<file path="src/rtl/tdc_pkt_buffer.sv">
// Receive-side TDC packet buffer: tags raw packets with channel/error, filters bad parity,
// and queues them in a show-ahead FIFO with saturating monitor counters.
module tdc_pkt_buffer #(
    parameter logic [4:0]  CH_ID      = 5'd0,
    parameter int unsigned DEPTH_LOG2 = 4,
    parameter bit          DROP_BAD   = 1'b1
) (
    input  logic        RX_FRAMECLK_I,
    input  logic        user_rst,
    input  logic        en,
    input  logic        pkt_valid,
    input  logic [33:0] tdc_pkt_raw,
    input  logic        parity_chk,
    output logic [37:0] dout,
    output logic        dout_valid,
    input  logic        dout_ready,
    output logic        fifo_empty,
    output logic        fifo_full,
    output logic [31:0] pkt_cnt,
    output logic [15:0] parity_err_cnt,
    output logic [15:0] overflow_cnt
);

    localparam int unsigned DEPTH = 1 << DEPTH_LOG2;
    localparam int unsigned PW    = DEPTH_LOG2;
    localparam int unsigned OW    = DEPTH_LOG2 + 1;

    typedef struct packed {
        logic [4:0]  ch;
        logic        err;
        logic [31:0] data;
    } word_t;

    word_t           s1_word;
    logic            s1_valid;
    word_t           mem [DEPTH];
    logic [PW-1:0]   wr_ptr;
    logic [PW-1:0]   rd_ptr;
    logic [PW-1:0]   rd_ptr_inc;
    logic [OW-1:0]   occ;
    logic [OW-1:0]   occ_nxt;
    logic            wr_c;
    logic            pop_c;
    logic            ovf_c;
    word_t           dout_nxt;
    logic            unused_raw_c;

    // Two LSBs of the raw packet are frame-decoder status, not data.
    assign unused_raw_c = ^tdc_pkt_raw[1:0];

    // Stage 1: capture register and input-side counters.
    always_ff @(posedge RX_FRAMECLK_I) begin
        if (user_rst) begin
            s1_valid       <= 1'b0;
            s1_word        <= '0;
            pkt_cnt        <= '0;
            parity_err_cnt <= '0;
        end else begin
            s1_valid <= en && pkt_valid;
            if (en && pkt_valid) begin
                s1_word.ch   <= CH_ID;
                s1_word.err  <= parity_chk;
                s1_word.data <= tdc_pkt_raw[33:2];
                pkt_cnt      <= pkt_cnt + 32'd1;
                if (parity_chk && (parity_err_cnt != 16'hFFFF)) begin
                    parity_err_cnt <= parity_err_cnt + 16'd1;
                end
            end
        end
    end

    // Stage 2 write decision, pop, occupancy and next head-of-FIFO word.
    always_comb begin
        wr_c       = 1'b0;
        ovf_c      = 1'b0;
        pop_c      = dout_valid && dout_ready;
        rd_ptr_inc = rd_ptr + PW'(1);
        occ_nxt    = occ;
        dout_nxt   = word_t'(dout);

        if (s1_valid && !(s1_word.err && DROP_BAD)) begin
            if (fifo_full) begin
                ovf_c = 1'b1;
            end else begin
                wr_c = 1'b1;
            end
        end

        case ({wr_c, pop_c})
            2'b10:   occ_nxt = occ + OW'(1);
            2'b01:   occ_nxt = occ - OW'(1);
            default: occ_nxt = occ;
        endcase

        // Show-ahead: the word behind the head may be the one being written this edge.
        if (pop_c) begin
            if (occ > OW'(1)) begin
                dout_nxt = mem[rd_ptr_inc];
            end else if (wr_c) begin
                dout_nxt = s1_word;
            end
        end else if (wr_c && (occ == '0)) begin
            dout_nxt = s1_word;
        end
    end

    always_ff @(posedge RX_FRAMECLK_I) begin
        if (wr_c) begin
            mem[wr_ptr] <= s1_word;
        end
    end

    // FIFO control, registered status flags and overflow counter.
    always_ff @(posedge RX_FRAMECLK_I) begin
        if (user_rst) begin
            wr_ptr       <= '0;
            rd_ptr       <= '0;
            occ          <= '0;
            dout         <= '0;
            dout_valid   <= 1'b0;
            fifo_empty   <= 1'b1;
            fifo_full    <= 1'b0;
            overflow_cnt <= '0;
        end else begin
            if (wr_c) begin
                wr_ptr <= wr_ptr + PW'(1);
            end
            if (pop_c) begin
                rd_ptr <= rd_ptr_inc;
            end
            occ        <= occ_nxt;
            dout       <= dout_nxt;
            dout_valid <= (occ_nxt != '0);
            fifo_empty <= (occ_nxt == '0);
            fifo_full  <= (occ_nxt == OW'(DEPTH));
            if (ovf_c && (overflow_cnt != 16'hFFFF)) begin
                overflow_cnt <= overflow_cnt + 16'd1;
            end
        end
    end

endmodule

</file>
<file path="config.mk">
export PLATFORM = sky130hd
export DESIGN_NAME = tdc_pkt_buffer
export DESIGN_NICKNAME = d
export VERILOG_FILES = /design/src/rtl/tdc_pkt_buffer.sv
export SDC_FILE = /design/constraint.sdc
export NUM_CORES = 1
export LEC_CHECK = 0
export ABC_CLOCK_PERIOD_IN_PS = 4200
export CORE_UTILIZATION = 45
export DETAILED_ROUTE_END_ITERATION = 8
export GPL_TIMING_DRIVEN = 0
export PLACE_DENSITY = 0.68
export SYNTH_ARGS = -nofsm -noshare
export SYNTH_HDL_FRONTEND = slang
export SYNTH_SLANG_ARGS = --single-unit
</file>
<file path="constraint.sdc">
create_clock -name RX_FRAMECLK_I -period 4.2 [get_ports RX_FRAMECLK_I]
set_clock_uncertainty 0.1 [all_clocks]
set_input_delay 1.26 -clock RX_FRAMECLK_I [delete_from_list [all_inputs] [get_ports RX_FRAMECLK_I]]
set_output_delay 1.26 -clock RX_FRAMECLK_I [all_outputs]
set_load 0.05 [all_outputs]
</file>
Word-level counts from Yosys, hierarchy flattened. Memories as Yosys holds them, arrays and structs flattened. Index checks and enable logic that the tools add are counted.

Reduce and logical (&&, ||, !) cells: 13. Mux-type cells: 11. Order comparisons: 1. Add/sub/neg operators: 7. Equality and inequality tests: 6.

Operators by type and width (number): two-way mux 38 bit (4); adder 16 x 1 -> 16 bit, second input constant (2); adder 32 x 1 -> 32 bit, second input constant (1); inequality test 16 bit, second input constant (2); zero test 5 bit (2); case mux 5 bit (2 select lines) (1); adder 4 x 1 -> 4 bit, second input constant (2); logical AND 1 bit (6); two-way mux 1 bit (6); adder 5 x 1 -> 5 bit, second input constant (1); == test 5 bit, second input constant (1); > comparator 5 x 1 -> 1 bit, second input constant (1); nonzero test 5 bit (1); subtractor 5 x 1 -> 5 bit, second input constant (1); AND reduction 2 bit (2); inequality test 3 x 2 -> 1 bit, second input constant (1); == test 2 x 1 -> 1 bit, second input constant (1); == test 2 bit, second input constant (1); nonzero test 2 bit (1); zero test 1 bit (1).

Input bits: 40. Logic and storage cells: 52. Memories: 1. Register bits: 152. Memory bits (writable): 528. Output and inout port bits: 105.

Memories: mem (words 16, width 33, read ports 1, clocked after Yosys merged registers in 0, wr ports 1, line 36) `word_t mem [DEPTH];`.

Logic depth before layout (Yosys ltp). Gate-level depths: netlist (run 1).

Word-level depth: 6. Depth in mapped cells: 10. Gate-level depth less buffers: 9.

Least setup slack after synthesis (run 1). No wires, ideal clock.

Path type: flip-flop to flip-flop. Start: register fifo_full. End: memory mem[3][0] (netlist bit) (enable). Setup time: 464 ps. Cell stages (with the launch flop): 5. Buffers on the path: 1. Clock period less this slack: 4111 ps. Slack: 89 ps. Required time: 3636 ps. Arrival: 3546 ps. Path through: dfxtp_1 > nor3b_1 > clkbuf_1 > nand2_1 > nor3_1.

Cells in the longest elaborated chain, start to end: 4.

RTL lines: from (decl) (line 18) `output logic fifo_full,`; from (signal assigned) (line 135) `fifo_full <= (occ_nxt == OW'(DEPTH));`; two-way mux 1 bit (line 82) `if (fifo_full) begin`; two-way mux 1 bit (line 81) `if (s1_valid && !(s1_word.err && DROP_BAD)) begin`; via wr_c (line 42) `logic wr_c;`; two-way mux 1 bit (line 108) `if (wr_c) begin`; two-way mux 1 bit (implied by the code) (line 109) `mem[wr_ptr] <= s1_word;`; to (decl) (line 36).

The timed path passes the listed nets, and every way through them passes these cells.

Worst setup path in the final report (run 1).
Start: register s1_word[32] (netlist bit). End: register dout[9].

Cells in the longest elaborated chain, start to end: 6. Elaborated cells between the ends (all ways): 7. Those cells by class: eq/ne (1); mux (1); reduce/logical (5).

RTL lines: from (decl) (line 34) `word_t s1_word;`; zero test 1 bit (*) (line 81); logical AND 1 bit (*) (line 81); two-way mux 1 bit (*) (line 81); via wr_c (line 42); logical AND 1 bit (line 102) `end else if (wr_c && (occ == '0)) begin`; nonzero test 2 bit (no line); AND reduction 2 bit (no line) (*); to (signal assigned) (line 132) `dout <= dout_nxt;`; to (decl) (line 14) `output logic [37:0] dout,`.

Mark *: on every way through the listed nets, which the timed path passes. The rest lies on a longest branch. A chain may end at the register's enable or synchronous reset.

==> summary.md, run 1 <==
| Metric | Value |
|---|---|
| Share of cells above drive strength 1 | between 10% and 20% |
| Peak supply drop | approximately 0.28 mV |
| Sequential power share | 49.2% |
| Post-synth EDFFs | 528 |
| Top cell type's share of synthesized area | 59.47% |
| Post-CTS Setup Bufs | 0 |
| Vias | 15,660 |
| Detail Placement HPWL | 42.01 mm |
| WS Path Type | flop to flop |
| Avg Vias per Cell | between 5 and 6 |
| CP max stage cell | clkbuf_1 |
| Logic gate share of total power | around 8.5% |
| Leading area contributor after synthesis | edfxtp_1 |
| GRT overflow | 0 |
| Cell Chain, Critical Path | nor3b_1 -> clkbuf_1 -> inv_1 -> ha_1 -> a31oi_1 -> buf_2 -> clkbuf_1 -> o32a_2 |
| Setup ws final | 0.4332 ns |
| Internal power | 11.60 mW |
| Final count of negative-setup-slack endpoints | 0 |
| DRC | 0 |
| CP delay by family, top | buffers and inverters |
| CP Launch Point | s1_word[32] |
| Placed Area | approximately 30,000 um2 |
| Largest net degree at the start of global routing | 27 |
| Top-count cell post-synth | edfxtp_1 |
| Initial Util | 45.86% |
| Area growth from synthesis to layout | 19.71% |
| #FFs+latches synth | 675 |
| DRT iter0 DRCs | 1,402 |
| Leakage | a little over 10 nW |
| Min-delay src | dout[8] |
| Die area | between 60,000 and 70,000 um2 |
| Synth Instances | 1,690 |
| Slew at the pin with the worst max-slew slack | 1.090 ns |
| Unrepaired setup endpoints after global routing | false |
| PnR Total Power | 15.06 mW |
| Flip-flop and latch area | roughly 19,000 um2 |
| Initial antenna violation count | 0 |
| Syn_area_per_cell | 15.78 um2 |
| Tmin final | 3.767 ns |
| Pwr dens | 471.7 nW/um2 |
| CTS root buf | clkbuf_16 |
| Top post-synthesis cells by area | edfxtp_1, mux4_2, dfxtp_1, nand2_1, a21oi_1 |
| Period utilisation layout | about nine tenths |
| PortBufs | 136 |
| Max Slew Vio Count | 0 |
| Min-Delay Path Class | flop to flop |
| Crit. End Element | flop |
| NetSw | between 3 and 4 mW |
| Routability cong. | 0.7977 |
| Core ar. | 58,140 um2 |
| Synth cell types | 57 |
| Height of the die | 245.4 um |
| Clock network power share | 42.4% |
| Wire length of the first global-routing pass | 96.79 mm |
| Number of routed nets with antenna violations | 0 |
| Chip Width | 245.4 um |
| Max_cap viols | 0 |
| Total CTS buffers | 71 |
| Fin. Hold Viols | 0 |
| Placed Instances | 2,621 |
| Vias in the first global route | approximately 16,000 |
| RR Startpoint | s1_word[32] |
| Crit path arrival time | 4.22 ns |
| Critical Path Max Stage Delay | 0.61 ns |
| Mapped Area | 26,660 um2 |
| Tot GR Track Use | 21.61% |
| CTS Buffer Depth | 3 |
| Area occupied by multi-input gates | between 7000 and 8000 um2 |
| Most instantiated cells after synthesis | edfxtp_1, nand2_1, dfxtp_1, mux4_2, a21oi_1 |
| Synth warn | 0 |
| Final #Nets | 1,983 |
| DR pass1 iterations | 5 |
| Final wirelength | between 60 and 70 mm |
| PostCTS Resize Cnt | 0 |
| FMAX | around 270 MHz |
| Outcome | finished clean |
| Max H-tree Level | 3 |
| CP most frequent cell | clkbuf_1 |
| Clk_lat worst skew | 0.61 ns |
| Switching portion of total power | 22.93% |
| Clock Pin Slew Worst Setup and Hold Paths | 0.06 ns |
| Num ports | 145 |
| CP startpoint kind | flop |
| Slew HR | 26.66% |
| CP Max Fanout | 21 |
| Clk sinks | 675 |
| Placement Setup Slack | ~0.18 ns |
| Post-route cell area | 31,910 um2 |
| # rows | 88 |
| Async SR Flop Fraction | 0% |
| Buffers and inverters on the worst path | 4 |
| CTS tree | built |
| WP data required | ~4.7 ns |
| Number of fill cells | 4,564 |
| Non-filler instance count after layout | 2,752 |
| Prevailing post-synth register cell | edfxtp_1 |
| Per-cell routed wire length | between 20 and 25 um |
| Post-synthesis sequential area ratio | 70.51% |
| Hold buffer count at cts | 0 |
-- worst reg2reg max path: cells and delay by family, from the launching register on --
family,cells,cell delay (ns)
compound gates,2,0.80
fa+ha+maj,1,0.24
buf+inv,4,1.54
flops,1,0.56
simple gates,1,0.47
-- flip-flops by register name, indices dropped and copies added, names as in the netlist, 4 cells and up --
signal	flops
mem	528
dout	33
s1_word	33
pkt_cnt	32
overflow_cnt	16
parity_err_cnt	16
occ	5
rd_ptr	4
wr_ptr	4
-- cell families (layout without fill, tap and decap cells) --
| group | Yosys count | after routing | synth area share (%) |
|---|---|---|---|
| muxes | 139 | 139 | 11.43 |
| and+or+nand+nor | 461 | 461 | 7.631 |
| AOI/OAI and AO/OA | 220 | 220 | 5.547 |
| DFF | 675 | 675 | 70.51 |
| other | 1 | 6 | 0.01407 |
| adders and majority gates | 14 | 14 | 0.6570 |
| buffers and inverters | 119 | 411 | 2.206 |
| xor gates and xnor gates | 61 | 61 | 2.004 |
-- layout make-up --
type	count	share of cell area [%]
antenna	1	0.007841
buffer	104	1.658
clock buffer	93	5.983
clock inverter	37	1.439
inverter	15	0.1843
multi-input combinational	900	23.19
sequential	675	58.90
tap	765	2.999
timing repair buffer	162	5.642
-- power groups by stage --
stage          Sequential (mW)  Combinational, mW  Clock, mW
2_1_floorplan             7.67              0.706          0
3_3_place_gp              7.53               1.25          0
3_5_place_dp              7.54               1.28          0
4_1_cts                   7.40               1.29       6.46
5_1_grt                   7.41               1.36       6.71
6_report                  7.40               1.27       6.38
-- layout by cell type (no fill, tap or decap), types with 8 or more instances in the layout --
| cell | synthesis | routed |
|---|---|---|
| buf_1 | 14 | 14 |
| nand4_1 | 12 | 12 |
| dfxtp_1 | 147 | 147 |
| buf_4 | 9 | 10 |
| o32a_2 | 8 | 8 |
| ha_1 | 14 | 14 |
| and2_1 | 8 | 8 |
| xnor2_1 | 29 | 29 |
| a21oi_2 | 30 | 30 |
| nor2_4 | 0 | 12 |
| edfxtp_1 | 528 | 528 |
| nand2_1 | 258 | 258 |
| o32a_1 | 25 | 25 |
| and3_1 | 9 | 9 |
| inv_1 | 14 | 14 |
| and4_1 | 8 | 8 |
| clkinv_1 | 0 | 10 |
| buf_6 | 11 | 24 |
| buf_2 | 17 | 17 |
| bufinv_16 | 0 | 9 |
| nor2_1 | 87 | 75 |
| clkdlybuf4s50_1 | 0 | 136 |
| clkbuf_1 | 52 | 69 |
| clkbuf_16 | 0 | 71 |
| a21oi_1 | 116 | 116 |
| o21ai_0 | 11 | 11 |
| mux4_2 | 132 | 132 |
| nand3_1 | 29 | 29 |
| xor2_1 | 32 | 32 |
| nor3_1 | 14 | 10 |
-- final timing paths --
kind / endpoint / cells after the start / slack [ns]
max: dout[9] / 8 / 0.43
min: dout[8] / 1 / 0.38
min reg2reg: dout[8] / 1 / 0.38
max reg2reg: dout[9] / 8 / 0.43
-- metrics by stage --
step | setup TNS [ns] | hold WS (ns) | util [%]
after detailed placement | 0 | 0.3710 | 50.82
after global routing | 0 | 0.3910 | 54.89
after CTS | 0 | 0.3830 | 54.89
after floorplan | 0 | 0.3536 | -
after global placement | -644.60 | 0.3652 | 49.87
final | 0 | 0.3777 | 54.90
-- metal layers --
metal / track usage [%] / vias up / share of wire, %
met5: 0 / - / 0
met4: 6.577 / 0 / 2.6
met3: 5.217 / 102 / 8.6
met2: 35.88 / 651 / 49
met1: 28.12 / 7976 / 40
li1: - / 6929 / -
Note: power is estimated with default switching activity, not from simulation.
==> run 2: changes to the inputs <==
Settings changed: CELL_PAD_IN_SITES_DETAIL_PLACEMENT set to 1, CELL_PAD_IN_SITES_GLOBAL_PLACEMENT set to 2, CORE_UTILIZATION 45 to 40, PLACE_DENSITY 0.68 to 0.79.
==> run 2 against run 1 <==
Effect of this change: wire length up 11%; global-route usage fell by 0.25 points; cell count rose by 3.6%; highest routed layer is now met5.
==> summary.md, run 2 (same netlist as run 1, synthesis figures left out) <==
| Metric | Value |
|---|---|
| GRT overflow | 0 (unchanged) |
| Final count of negative-setup-slack endpoints | 0 (unchanged) |
| Chip Width | 260.2 um (+6.0%) |
| Routability cong. | 0.7763 (-2.7%) |
| Outcome | finished clean |
| Clk_lat worst skew | 0.61 ns (about the same) |
| CTS Buffer Depth | 3 (unchanged) |
| Per-cell routed wire length | 25.02 um (+7.3%) |
| Placed Area | 29,630 um2 (+0.29%) |
| Slew HR | 19.99% (-6.7 points) |
| Inserted Diodes | 0 (-1) |
| Final #Nets | 1,985 (+0.10%) |
| CP Max Fanout | 21 (unchanged) |
| WS Path Type | flop to flop |
| CTS root buf | clkbuf_16 |
| # rows | 94 (+6.8%) |
| PnR Total Power | 15.22 mW (+1.1%) |
| Largest reg by FF count | mem |
| Max_cap viols | 0 (unchanged) |
| Wire length of the first global-routing pass | 106.8 mm (+10%) |
| FMAX | 257.0 MHz (-3.2%) |
| DRC | 0 (unchanged) |
| CP startpoint kind | flop |
| Avg Vias per Cell | 5.529 (-2.8%) |
| Vias in the first global route | 17,020 (+7.1%) |
| Core ar. | 65,860 um2 (+13%) |
| Area growth from synthesis to layout | 20.20% |
| Tmin final | 3.891 ns (+0.1238 ns) |
| Crit path arrival time | 4.34 ns (+0.12 ns) |
| Initial Util | 40.48% (-5.4 points) |
| Height of the die | 260.2 um (+6.0%) |
| Commonest cells after routing, fill and taps aside | edfxtp_1, nand2_1, dfxtp_1 |
| Unrepaired setup endpoints after global routing | false |
| Post-CTS Setup Bufs | 0 (unchanged) |
| Vias | 15,760 (+0.66%) |
| DR pass1 iterations | 5 (unchanged) |
| Fin. Hold Viols | 0 (unchanged) |
| Slew at the pin with the worst max-slew slack | 1.189 ns (+0.09920 ns) |
| Min-Delay Path Class | flop to flop |
| Number of routed nets with antenna violations | 0 (unchanged) |
| Final wirelength | 71.35 mm (+11%) |
| Tot GR Track Use | 21.36% (-0.25 points) |
| PortBufs | 136 (unchanged) |
| Total CTS buffers | 72 (+1.4%) |
| Max Slew Vio Count | 0 (unchanged) |
| Num ports | 145 (unchanged) |
| Max H-tree Level | 3 (unchanged) |
| Die area | 67,690 um2 (+12%) |
| Max reg flops | 528 (unchanged) |
| Share of cells above drive strength 1 | 19.02% (+0.44 points) |
| WP data required | 4.65 ns (about the same) |
| Hold buffer count at cts | 0 (unchanged) |
| Clock Pin Slew Worst Setup and Hold Paths | 0.07 ns (about the same) |
| Leakage | 10.31 nW (+0.23%) |
| Period utilisation layout | 92.63% (+2.9 points) |
| CTS tree | built |
| Clk sinks | 675 (unchanged) |
| Commonest non-fill, non-tap cell in the layout | edfxtp_1 |
| Pwr dens | 475.0 nW/um2 (+0.69%) |
| Initial antenna violation count | 6 (+6) |
| Largest net degree at the start of global routing | 24 (-11%) |
| Detail Placement HPWL | 47.63 mm (+13%) |
| DRT iter0 DRCs | 1,011 (-28%) |
| PostCTS Resize Cnt | 0 (unchanged) |
| Peak supply drop | 0.2454 mV (-13%) |
| Crit. End Element | flop |
| Largest regs | mem x528, dout x33, s1_word x33 |
| Post-route cell area | 32,050 um2 (+0.42%) |
## run 2: path summary, 6_finish.rpt
kind / from / endpoint / slack, ns / depth (start not counted)
worst max-delay path: s1_word[32] / dout[18] / 0.31 / 8
worst min-delay path: dout[15] / dout[15] / 0.38 / 1
worst max register to register: s1_word[32] / dout[18] / 0.31 / 8
worst min register to register: dout[15] / dout[15] / 0.38 / 1
## run 2: cell type report
class	instances	area, um2
plain buffers	104	529.3
clock buffers	95	1991
well taps	864	1081
fillers	6362	33820
clock inverters	35	426.7
multi-input cells	900	7400
repair buffers	163	1763
inverters	15	58.81
flip-flops and latches	675	18800
## run 2: where the power goes
group	switching (mW)	leakage, nW	internal (mW)
Sequential	0.136	6.04	7.27
Clock	2.63	1.19	3.90
Combinational	0.741	3.09	0.541
Total	3.51	10.3	11.7
## run 2: metrics by stage
stage	setup slack (ns)	cells	TNS (ns)	hold WS [ns]	util, %
4_1_cts	0.2185	2851	0	0.3782	48.66
5_1_grt	0.003166	2851	0	0.3955	48.66
2_1_floorplan	0.08942	1694	0	0.3536	-
3_5_place_dp	0.09168	2721	0	0.3636	44.99
3_3_place_gp	-2.776	2694	-748.94	0.3650	44.21
6_report	0.3095	2851	0	0.3792	48.66
## run 2: per-layer routing
metal	global-route usage (%)	routed length, um	vias up
met5	0	78	-
met4	5.653	1364	12
met3	4.318	4217	98
met2	36.95	36300	464
met1	27.30	29390	8266
li1	-	-	6922
## run 2: worst max-delay path, stage by stage, from the launching register on
cell and delay (ns):
dfxtp_1 0.59, nor3b_1 0.50, clkbuf_1 0.43, inv_1 0.14
ha_1 0.25, a31oi_1 0.51, buf_2 0.41, clkbuf_1 0.60
o32a_1 0.28
